===== config.mk =====
export PLATFORM = sky130hd
export DESIGN_NAME = mod_exp_engine
export DESIGN_NICKNAME = d
export VERILOG_FILES = /design/src/rtl/modexp_pkg.sv /design/src/rtl/mod_mult.sv /design/src/rtl/mod_exp_engine.sv
export SDC_FILE = /design/constraint.sdc
export NUM_CORES = 1
export LEC_CHECK = 0
export BUFFER_PORTS_ARGS = -buffer_cell sky130_fd_sc_hd__buf_2
export CAP_MARGIN = 20
export CORE_MARGIN = 2
export CORE_UTILIZATION = 35
export DETAILED_ROUTE_END_ITERATION = 7
export GPL_TIMING_DRIVEN = 0
export SLEW_MARGIN = 10
export SYNTH_ARGS = -nofsm -noshare
export SYNTH_HDL_FRONTEND = slang
export SYNTH_SLANG_ARGS = --single-unit

===== constraint.sdc =====
create_clock -name clk_in -period 26.1 [get_ports clk_in]
set_input_delay 2.61 -clock clk_in [delete_from_list [all_inputs] [get_ports clk_in]]
set_output_delay 2.61 -clock clk_in [all_outputs]
set_load 0.02 [all_outputs]

===== src/rtl/modexp_pkg.sv =====
// modexp_pkg: shared definitions for the modular exponentiation engine.
//   state_e      : engine FSM state encoding (also exported on the debug port)
//   MODMULT_LAT  : cycles from mod_mult start pulse to its done pulse
//   idx_width    : width of an exponent bit index for a given exponent width
//   IDX_WIDTH    : index width for the default 32-bit exponent
package modexp_pkg;

    typedef enum logic [2:0] {
        S_IDLE   = 3'd0,
        S_CHECK  = 3'd1,
        S_REDUCE = 3'd2,
        S_SQUARE = 3'd3,
        S_MULT   = 3'd4,
        S_DONE   = 3'd5
    } state_e;

    // One cycle per multiplier bit plus the cycle that presents the start.
    function automatic int MODMULT_LAT(input int key_width);
        return key_width + 1;
    endfunction

    // A 1-bit exponent still needs a 1-bit index register.
    function automatic int idx_width(input int exp_width);
        return (exp_width > 1) ? $clog2(exp_width) : 1;
    endfunction

    localparam int DEFAULT_EXP_WIDTH = 32;
    localparam int IDX_WIDTH         = idx_width(DEFAULT_EXP_WIDTH);

endpackage


===== src/rtl/mod_mult.sv =====
// mod_mult: bit-serial interleaved shift-add modular multiplier, r = a*b mod m.
// Ports:
//   clk_in, rst_n_in : clock, asynchronous active-low reset
//   ready_in         : start request, accepted only when not busy
//   abort_in         : drop the running multiplication
//   a_in, b_in, m_in : operands, latched on accept; requires b < m
//   busy_out         : high from the accept edge until the done pulse
//   valid_out        : one-cycle done pulse, KEY_WIDTH cycles after accept
//   r_out            : result, valid while valid_out is high
// Handshake: ready_in is a request sampled on a rising edge while busy_out is
// low; that edge is the accept edge. valid_out rises exactly KEY_WIDTH edges
// later, on the same edge busy_out falls, so a new request can be presented in
// the valid_out cycle and accepted on the following edge.
module mod_mult #(
    parameter int KEY_WIDTH = 32
) (
    input  logic                 clk_in,
    input  logic                 rst_n_in,
    input  logic                 ready_in,
    input  logic                 abort_in,
    input  logic [KEY_WIDTH-1:0] a_in,
    input  logic [KEY_WIDTH-1:0] b_in,
    input  logic [KEY_WIDTH-1:0] m_in,
    output logic                 busy_out,
    output logic                 valid_out,
    output logic [KEY_WIDTH-1:0] r_out
);

    localparam int CW = (KEY_WIDTH > 1) ? $clog2(KEY_WIDTH) : 1;

    logic [KEY_WIDTH-1:0] a_q, b_q, m_q, r_q;
    logic [CW-1:0]        j_q;
    logic                 busy_q, valid_q;

    // R < m and b < m, so 2R + b < 3m fits in KEY_WIDTH+2 bits and two
    // conditional subtractions bring it back below m.
    logic [KEY_WIDTH+1:0] sum, s1, s2, m_ext;

    always_comb begin
        m_ext = {2'b00, m_q};
        sum   = {1'b0, r_q, 1'b0} + {2'b00, (a_q[j_q] ? b_q : '0)};
        s1    = (sum >= m_ext) ? (sum - m_ext) : sum;
        s2    = (s1 >= m_ext) ? (s1 - m_ext) : s1;
    end

    always_ff @(posedge clk_in or negedge rst_n_in) begin
        if (!rst_n_in) begin
            a_q     <= '0;
            b_q     <= '0;
            m_q     <= '0;
            r_q     <= '0;
            j_q     <= '0;
            busy_q  <= 1'b0;
            valid_q <= 1'b0;
        end else begin
            valid_q <= 1'b0;
            if (abort_in) begin
                busy_q <= 1'b0;
            end else if (busy_q) begin
                r_q <= s2[KEY_WIDTH-1:0];
                if (j_q == '0) begin
                    busy_q  <= 1'b0;
                    valid_q <= 1'b1;
                end else begin
                    j_q <= j_q - 1'b1;
                end
            end else if (ready_in) begin
                a_q    <= a_in;
                b_q    <= b_in;
                m_q    <= m_in;
                r_q    <= '0;
                j_q    <= CW'(KEY_WIDTH - 1);
                busy_q <= 1'b1;
            end
        end
    end

    assign busy_out  = busy_q;
    assign valid_out = valid_q;
    assign r_out     = r_q;

endmodule


===== src/rtl/mod_exp_engine.sv =====
// mod_exp_engine: value_in^exponent_in mod modulus_in, MSB-first
// square-and-multiply on top of the bit-serial mod_mult.
// Ports:
//   clk_in, rst_n_in  : clock, asynchronous active-low reset
//   ready_in          : start request, sampled only in IDLE
//   value_in          : base (MSG_WIDTH), may exceed the modulus
//   modulus_in        : modulus (KEY_WIDTH)
//   exponent_in       : exponent (EXP_WIDTH)
//   abort_in          : cancel the running operation
//   value_out         : result, held until the next completion
//   busy_out          : accept edge until the edge valid_out falls (or abort)
//   valid_out         : one-cycle completion pulse
//   error_out         : qualifies valid_out, modulus was zero
//   state_out         : current FSM state (debug)
// Handshake: ready_in is sampled on a rising edge while the FSM is IDLE, no
// completion pulse is showing and abort_in is low; that edge is the accept edge
// and latches all operands. valid_out pulses for one cycle; the next request is
// accepted on the edge after valid_out falls at the earliest.
// Build option MODEXP_LZ_SKIP_EN: start at the highest set exponent bit and
// skip multiplies for zero bits (faster, but the latency depends on the
// exponent). Undefined: constant-time square-and-multiply-always.
module mod_exp_engine
    import modexp_pkg::*;
#(
    parameter int MSG_WIDTH = 16,
    parameter int KEY_WIDTH = 32,
    parameter int EXP_WIDTH = 32
) (
    input  logic                 clk_in,
    input  logic                 rst_n_in,
    input  logic                 ready_in,
    input  logic [MSG_WIDTH-1:0] value_in,
    input  logic [KEY_WIDTH-1:0] modulus_in,
    input  logic [EXP_WIDTH-1:0] exponent_in,
    input  logic                 abort_in,
    output logic [KEY_WIDTH-1:0] value_out,
    output logic                 busy_out,
    output logic                 valid_out,
    output logic                 error_out,
    output logic [2:0]           state_out
);

    localparam int IW = idx_width(EXP_WIDTH);

    state_e               state_q, state_d;
    logic [MSG_WIDTH-1:0] value_q;
    logic [KEY_WIDTH-1:0] mod_q;
    logic [EXP_WIDTH-1:0] exp_q;
    logic [KEY_WIDTH-1:0] acc_q, acc_d;
    logic [KEY_WIDTH-1:0] base_q, base_d;
    logic [IW-1:0]        idx_q, idx_d;
    logic                 err_q, err_d;
    logic [KEY_WIDTH-1:0] value_out_q;
    logic                 error_q, valid_q, busy_q;

    logic                 accept;
    logic                 mm_start, mm_busy, mm_valid;
    logic                 op_reduce, op_square;
    logic [KEY_WIDTH-1:0] mm_a, mm_b, mm_r;

    // Blocked while the completion pulse is showing so busy_out can fall
    // together with valid_out.
    assign accept = ready_in && !abort_in && !valid_q;

`ifdef MODEXP_LZ_SKIP_EN
    logic [IW-1:0] msb_idx;

    always_comb begin
        msb_idx = '0;
        for (int k = 0; k < EXP_WIDTH; k++) begin
            if (exp_q[k]) msb_idx = IW'(k);
        end
    end
`endif

    // The next multiplication is started in the cycle its predecessor reports
    // done, with operands taken from the next-state values, so every multiply
    // state lasts exactly MODMULT_LAT cycles.
    always_comb begin
        state_d   = state_q;
        acc_d     = acc_q;
        base_d    = base_q;
        idx_d     = idx_q;
        err_d     = err_q;
        mm_start  = 1'b0;
        op_reduce = 1'b0;
        op_square = 1'b0;

        case (state_q)
            S_IDLE: begin
                if (accept) begin
                    err_d   = 1'b0;
                    state_d = S_CHECK;
                end
            end
            S_CHECK: begin
                if (mod_q == '0) begin
                    acc_d   = '0;
                    err_d   = 1'b1;
                    state_d = S_DONE;
                end else if (mod_q == KEY_WIDTH'(1)) begin
                    acc_d   = '0;
                    state_d = S_DONE;
                end else if (exp_q == '0) begin
                    acc_d   = KEY_WIDTH'(1);
                    state_d = S_DONE;
                end else begin
                    acc_d     = KEY_WIDTH'(1);
`ifdef MODEXP_LZ_SKIP_EN
                    idx_d     = msb_idx;
`else
                    idx_d     = IW'(EXP_WIDTH - 1);
`endif
                    state_d   = S_REDUCE;
                    mm_start  = 1'b1;
                    op_reduce = 1'b1;
                end
            end
            S_REDUCE: begin
                if (mm_valid) begin
                    base_d = mm_r;
`ifdef MODEXP_LZ_SKIP_EN
                    // The top exponent bit is 1 by construction: acc starts at b.
                    acc_d = mm_r;
                    if (idx_q == '0) begin
                        state_d = S_DONE;
                    end else begin
                        idx_d     = idx_q - 1'b1;
                        state_d   = S_SQUARE;
                        mm_start  = 1'b1;
                        op_square = 1'b1;
                    end
`else
                    state_d   = S_SQUARE;
                    mm_start  = 1'b1;
                    op_square = 1'b1;
`endif
                end
            end
            S_SQUARE: begin
                if (mm_valid) begin
                    acc_d = mm_r;
`ifdef MODEXP_LZ_SKIP_EN
                    if (exp_q[idx_q]) begin
                        state_d  = S_MULT;
                        mm_start = 1'b1;
                    end else if (idx_q == '0) begin
                        state_d = S_DONE;
                    end else begin
                        idx_d     = idx_q - 1'b1;
                        state_d   = S_SQUARE;
                        mm_start  = 1'b1;
                        op_square = 1'b1;
                    end
`else
                    state_d  = S_MULT;
                    mm_start = 1'b1;
`endif
                end
            end
            S_MULT: begin
                if (mm_valid) begin
                    // The product is always computed; a zero bit discards it.
                    if (exp_q[idx_q]) acc_d = mm_r;
                    if (idx_q == '0) begin
                        state_d = S_DONE;
                    end else begin
                        idx_d     = idx_q - 1'b1;
                        state_d   = S_SQUARE;
                        mm_start  = 1'b1;
                        op_square = 1'b1;
                    end
                end
            end
            S_DONE: begin
                state_d = S_IDLE;
            end
            default: begin
                state_d = S_IDLE;
            end
        endcase

        if (abort_in && state_q != S_IDLE) begin
            state_d  = S_IDLE;
            mm_start = 1'b0;
        end

        mm_a = op_reduce ? {{(KEY_WIDTH - MSG_WIDTH){1'b0}}, value_q} : acc_d;
        mm_b = op_reduce ? KEY_WIDTH'(1) : (op_square ? acc_d : base_d);
    end

    always_ff @(posedge clk_in or negedge rst_n_in) begin
        if (!rst_n_in) begin
            state_q     <= S_IDLE;
            value_q     <= '0;
            mod_q       <= '0;
            exp_q       <= '0;
            acc_q       <= KEY_WIDTH'(1);
            base_q      <= '0;
            idx_q       <= '0;
            err_q       <= 1'b0;
            value_out_q <= '0;
            error_q     <= 1'b0;
            valid_q     <= 1'b0;
            busy_q      <= 1'b0;
        end else begin
            state_q <= state_d;
            acc_q   <= acc_d;
            base_q  <= base_d;
            idx_q   <= idx_d;
            err_q   <= err_d;
            valid_q <= 1'b0;
            if (state_q == S_IDLE && accept) begin
                value_q <= value_in;
                mod_q   <= modulus_in;
                exp_q   <= exponent_in;
                busy_q  <= 1'b1;
            end
            if (state_q == S_DONE && !abort_in) begin
                value_out_q <= acc_q;
                error_q     <= err_q;
                valid_q     <= 1'b1;
            end
            if (valid_q || (abort_in && state_q != S_IDLE)) begin
                busy_q <= 1'b0;
            end
        end
    end

    mod_mult #(
        .KEY_WIDTH(KEY_WIDTH)
    ) u_mod_mult (
        .clk_in   (clk_in),
        .rst_n_in (rst_n_in),
        .ready_in (mm_start),
        .abort_in (abort_in && mm_busy),
        .a_in     (mm_a),
        .b_in     (mm_b),
        .m_in     (mod_q),
        .busy_out (mm_busy),
        .valid_out(mm_valid),
        .r_out    (mm_r)
    );

    assign value_out = value_out_q;
    assign error_out = error_q;
    assign valid_out = valid_q;
    assign busy_out  = busy_q;
    assign state_out = state_q;

endmodule

==> flow_summary.toml, run 1 <==
[run_status]
status = "complete, no violations"

[setup_path]
r2r_start = "u_mod_mult.j_q[0]"
arrival_ns = 12.40
startpoint_type = "register"
r2r-end = "u_mod_mult.r_out[10]"
critPathSlowestCell = "mux2i_1"
crit_type = "register to register"
crit_required_ns = 26.54
worstSetupEndpointType = "register"
slowest_delay_ns = 0.70
reg2reg_slack_ns = 14.14
ff2ff_path_depth = 39
worstPathMaxFanout = 10

[floorplanning]
dieArea_sq_um = 55960
fp.dieH_microns = 236.6
start_util = 0.3532
fp-row-count = 85
pin_count = 122
fp.dieW_microns = 236.6
fp.coreArea_sq_um = 53600

[global_route]
grt-busiest-layer = "met2"
use_met2 = 0.3138
grt_pass1_wl_microns = 84790
grt-ovfl-total = 0
grt_pass1_vias = 14640
met3_usage = 0.02588
grt_max_degree = 111
grt_usage = 0.1936
use_met1 = 0.2630
grt_antenna_before_repair = 0

[sta]
timing.final.ws_setup_ns = 14.14
relSlewSlack = 0.2962
clock-skew-final_ns = 0.02707
hold_viol_final = 0
rsz0062_at_grt = "false"
max_freq_mhz = 83.62
period_minus_slack_ns = 11.96
timing.hold.ws_ns = 0.4768
setup_viol = 0
tns_ns = 0
post-route-period-util = 0.4582
tightest_slew_ns = 1.056
timing.final.max_slew_violations = 0

[clock_tree]
post-cts-setup-buffers = 0
cts.sinks = 323
ctsRootBufferMaster = "clkbuf_16"
cts_tree = "done"
clock_latency_ns = 0.58
numCtsBuffers = 37
clock_path_buffers = 3
htree_num_levels = 2
post_cts_resized = 0
path_clk_slew_ns = 0.06
postCtsHoldBufs = 0

[detailed_routing]
antenna_left = 0
viasPerCell = 5.443
vias = 14320
drt-total-wl_microns = 53450
avgRoutedWirePerCell_microns = 20.32
drt_first_pass_iters = 5
drt-initial-drc-count = 879
drc = 0

[yosys]
syn-num-nets = 1927
ys_warn_count = 0
synth_seq_area_share = 0.4270
ys.flop_type = "dfrtp_1"
ys_async_sr_fraction = 1.000
synth_seq_cells = 323
syn_avg_cell_area_sq_um = 10.87
yosys.cell_types.count = 66
synth_edf_count = 0
syn_inst = 1741
netlist_area_sq_um = 18930

[placed_design]
hpwl_microns = 41350
gp_congestion = 0.9146
pre_cts_ws_ns = 14.36
placed_area_sq_um = 20500
port_buffers = 120

[hold_path]
min_from = "u_mod_mult.a_q[11]"
hold_class = "register to register"
hold_depth = 2
whs_endpoint = "u_mod_mult.a_q[11]"

[pwr]
vdd_drop_max_mv = 0.09635
power_w = 0.003304
p_leak_nw = 10.29
p_per_area_nw_per_um2 = 151.1

[finish]
fill_cells = 5251
drive_above_1_share = 0.2539
synthToLayoutAreaGrowth_pct = 15.48
final_cell_area_sq_um = 21860
nNetsFinal = 2091
diodes = 0

[flow_run]
maxCapViolations = 0
[stage by stage]
step | std cells | util
after global routing | 2630 | 0.4078
after floorplan | 1741 | -
after CTS | 2629 | 0.4078
after detailed placement | 2561 | 0.3825
final | 2630 | 0.4078
after global placement | 2557 | 0.3806
[report_power, final]
group	internal, W	switching [W]	total (W)
clock network	0.000351	0.000225	0.000575
logic	0.000852	0.00114	0.00199
registers	0.000625	0.000109	0.000734
[worst max path at each step]
stage	start	endpoint
final	u_mod_mult.j_q[0]	u_mod_mult.r_out[10]
after global routing	u_mod_mult.j_q[0]	u_mod_mult.r_out[23]
after CTS	u_mod_mult.j_q[0]	u_mod_mult.r_out[23]
after detailed placement	u_mod_mult.j_q[0]	u_mod_mult.r_out[23]
after global placement	u_mod_mult.j_q[0]	u_mod_mult.r_out[11]
after floorplan	u_mod_mult.j_q[0]	u_mod_mult.r_out[21]
[logic make-up (layout without fill, tap and decap cells)]
family                   count (synthesis)  count (layout)  share of synthesized area
flip-flops                             323             323                     0.4270
buffers and inverters                  139             332                    0.03067
adder cells (fa/ha/maj)                102             102                    0.06861
AND/OR/NAND/NOR                        363             363                    0.09623
multiplexers                           300             300                     0.1886
XOR/XNOR                                91              91                    0.04210
AO/OA/AOI/OAI                          423             423                     0.1468
[per-layer routing]
metal  up-vias  wire length [microns]
met4         0                   1979
met1      7175                  24410
li1       6741                      -
met3        78                   2148
met5         -                      0
met2       321                  24910
[critical path: cells and delay by family (launching register included)]
family | cells | cell delay, ns
multiplexers | 5 | 2.55
adder cells (fa/ha/maj) | 4 | 1.47
flip-flops | 1 | 0.42
XOR/XNOR | 1 | 0.30
buffers and inverters | 5 | 1.92
AO/OA/AOI/OAI | 17 | 4.11
AND/OR/NAND/NOR | 7 | 1.04
[cells in the mapped netlist, types with 5 or more instances]
master | instances | area, sq um
inv_1 | 59 | 221.5
nand2_1 | 104 | 390.4
mux2i_1 | 27 | 270.3
and2_1 | 7 | 43.79
ha_1 | 99 | 1239
mux2_2 | 253 | 2849
clkbuf_1 | 57 | 214.0
o2bb2ai_1 | 8 | 70.07
a21o_1 | 45 | 337.8
nand3_1 | 39 | 195.2
nor2b_1 | 48 | 300.3
o21ai_0 | 81 | 405.4
nand2b_1 | 19 | 118.9
xor2_1 | 36 | 315.3
xnor2_1 | 55 | 481.7
o21a_1 | 10 | 75.07
nor2_1 | 58 | 217.7
nand4_1 | 17 | 106.4
mux4_2 | 20 | 450.4
a21oi_1 | 116 | 580.6
dfrtp_1 | 322 | 8058
and3_1 | 8 | 50.05
buf_4 | 6 | 45.04
nor4_1 | 18 | 112.6
buf_2 | 10 | 50.05
a31oi_1 | 8 | 50.05
o21bai_1 | 10 | 75.07
o211ai_1 | 17 | 127.6
nor3_1 | 25 | 125.1
and4_1 | 5 | 43.79
a211oi_1 | 16 | 120.1
o21ai_1 | 10 | 50.05
a22o_1 | 61 | 534.3
[layout make-up]
class | count | area [sq um] | share of cell area
Multi-Input combinational cell | 1279 | 10270 | 0.4696
Buffer | 80 | 359.1 | 0.01643
Inverter | 59 | 221.5 | 0.01013
Tap cell | 696 | 870.8 | 0.03984
Timing Repair Buffer | 125 | 705.7 | 0.03228
Clock buffer | 54 | 1080 | 0.04939
Sequential cell | 323 | 8084 | 0.3698
Clock inverter | 14 | 274.0 | 0.01253
[sequential cells by signal, indices dropped and copies added (netlist names), 3 cells and up]
signal	count
u_mod_mult.a_q	32
u_mod_mult.m_q	32
u_mod_mult.j_q	5
exp_q	32
value_out	32
base_q	32
u_mod_mult.r_out	32
acc_q	32
idx_q	5
u_mod_mult.b_q	32
value_q	16
mod_q	32
state_out	3
[cell usage in the layout (no fill, tap or decap), drive strengths merged, types with 60 or more instances in the layout]
master  Yosys  layout
buf        22     146
clkbuf     58     113
dfrtp     322     322
a22o       61      61
mux2      253     253
nand2     104     104
ha         99      99
a21oi     116     116
o21ai      93      93
inv        59      60
(Power assumes the default switching activity.)
==> run 2: changes to the inputs <==
Settings changed: ABC_AREA from default to 1.
Clock period 26.1 ns to 11.8 ns, I/O delays scaled along.
==> run 2 against run 1 <==
Count of clock-buffer cells in the layout is 5 lower. Clock skew up 0.0075 ns. Area after synthesis grew 19%. Critical path type unchanged. Largest cell class unchanged.
==> flow_summary.toml, run 2 <==
[finish]
drive_above_1_share = 0.08111
synthToLayoutAreaGrowth_pct = 13.33
multi_input_area_sq_um = 12070
diodes = 0
register_area_sq_um = 8084
fill_cells = 6866
nNetsFinal = 3795
final_common_cell = "nand2_1"
final_cell_mix = "1150 x nand2_1, 497 x inv_1, 376 x nor2_1, 322 x dfrtp_1, 241 x o21ai_0"
final_util = 0.3997

[yosys]
synthTopCellsByCount = "1150 x nand2_1, 497 x inv_1, 376 x nor2_1"
yosys.area.top_type_share = 0.3563
ys_async_sr_fraction = 1.000
syn_inst = 3445
ys.flop_type = "dfrtp_1"
yosys.cell_types.count = 50
ys_warn_count = 0
synth_edf_count = 0
syn-num-nets = 3631
yosysMostFrequentCell = "nand2_1"
synth_seq_cells = 323
synth_area_leader_cell = "dfrtp_1"
ys_top_cells_by_area = "dfrtp_1 36%, nand2_1 19%, inv_1 8.2%"
syn_avg_cell_area_sq_um = 6.564
netlist_area_sq_um = 22610
synth_seq_area_share = 0.3575

[detailed_routing]
viasPerCell = 5.068
drt-initial-drc-count = 2036
vias = 22760
antenna_left = 0
drt_first_pass_iters = 6
drt-total-wl_microns = 80640
drc = 0
avgRoutedWirePerCell_microns = 17.95

[setup_path]
startpoint_type = "register"
crit_top_cell = "nand2_1"
r2r_start = "u_mod_mult.j_q[0]"
worstSetupEndpointType = "register"
ff2ff_path_depth = 45
critPathSlowestCell = "fa_1"
reg2reg_slack_ns = 2.46
crit_type = "register to register"
worstPathMaxFanout = 11
arrival_ns = 9.79
slowest_delay_ns = 0.53
crit_required_ns = 12.25
r2r-end = "u_mod_mult.r_out[13]"

[clock_tree]
cts_tree = "done"
ctsRootBufferMaster = "clkbuf_16"
path_clk_slew_ns = 0.06
clock_latency_ns = 0.58
clock_path_buffers = 3
htree_num_levels = 2
cts.sinks = 323
post-cts-setup-buffers = 0
postCtsHoldBufs = 0
post_cts_resized = 0
numCtsBuffers = 38

[floorplanning]
fp.dieW_microns = 258.2
start_util = 0.3527
fp.dieH_microns = 258.2
fp-row-count = 93
fp.coreArea_sq_um = 64120
dieArea_sq_um = 66660
pin_count = 122

[placed_design]
port_buffers = 121
gp_congestion = 0.9673
hpwl_microns = 65670

[sta]
tightest_slew_ns = 1.098
period_minus_slack_ns = 9.338
timing.final.max_slew_violations = 0
timing.hold.ws_ns = 0.4723
setup_viol = 0
post-route-period-util = 0.7913
relSlewSlack = 0.2656
max_freq_mhz = 107.1
clock-skew-final_ns = 0.03460
hold_viol_final = 0
rsz0062_at_grt = "false"
tns_ns = 0

[global_route]
use_met2 = 0.3750
grt_pass1_vias = 20930
grt_max_degree = 108
grt_antenna_before_repair = 0
met3_usage = 0.03386
use_met1 = 0.3416
grt_pass1_wl_microns = 123200
grt_usage = 0.2390
grt-ovfl-total = 0
grt-busiest-layer = "met2"

[flow_run]
maxCapViolations = 0

[hold_path]
whs_endpoint = "value_q[9]"
min_from = "value_q[9]"
hold_class = "register to register"
hold_depth = 2

[run_status]
status = "complete, no violations"
-- run 2: through the flow --
stage	cell area, sq um	setup slack (ns)	std cells
global placement	24290	2.664	4421
floorplan	22610	5.131	3445
detailed placement	24380	2.699	4424
finish	25630	2.462	4492
global route	25630	1.669	4492
CTS	25630	2.681	4492
-- run 2: critical path: cells and delay by family (launching register included) --
| kind | cells | cell delay [ns] |
|---|---|---|
| fa+ha+maj | 4 | 1.53 |
| xor+xnor | 1 | 0.36 |
| simple gates | 22 | 2.78 |
| compound gates | 10 | 2.14 |
| flops | 1 | 0.31 |
| buf+inv | 8 | 2.08 |
-- run 2: layout make-up --
cell class | count | area share
buffer | 120 | 0.02119
clock buffer | 49 | 0.04067
clock inverter | 19 | 0.008006
inverter | 511 | 0.07494
multi-input combinational | 2491 | 0.4708
sequential | 323 | 0.3154
tap | 855 | 0.04174
timing repair buffer | 124 | 0.02724
-- run 2: how the worst max path moves through the flow --
stage	from	end	slack, ns
after global routing	u_mod_mult.j_q[0]	u_mod_mult.r_out[10]	1.67
after CTS	u_mod_mult.j_q[0]	u_mod_mult.r_out[10]	2.68
final	u_mod_mult.j_q[0]	u_mod_mult.r_out[13]	2.46
after global placement	u_mod_mult.j_q[0]	u_mod_mult.r_out[10]	2.66
after floorplan	u_mod_mult.j_q[0]	u_mod_mult.r_out[0]	5.13
after detailed placement	u_mod_mult.j_q[0]	u_mod_mult.r_out[10]	2.70
-- run 2: logic make-up (layout without fill, tap and decap cells) --
logic type / count (synthesis) / in the layout / share of synthesized area
simple gates: 1823 / 1823 / 0.3322
buf+inv: 631 / 823 / 0.1089
compound gates: 501 / 501 / 0.1187
flops: 323 / 323 / 0.3575
fa+ha+maj: 102 / 102 / 0.05743
xor+xnor: 65 / 65 / 0.02517
-- run 2: metal layers --
metal / share of wire / up-vias / wire length [microns]
li1: - / 11210 / -
met1: 0.46 / 10730 / 37250
met2: 0.44 / 719 / 35780
met3: 0.066 / 108 / 5332
met4: 0.028 / 0 / 2282
met5: 0 / - / 0
Power of run 2 is left out: the tool's default activity adds up to more than one toggle a clock period on the data nets, which glitch-free logic cannot reach.
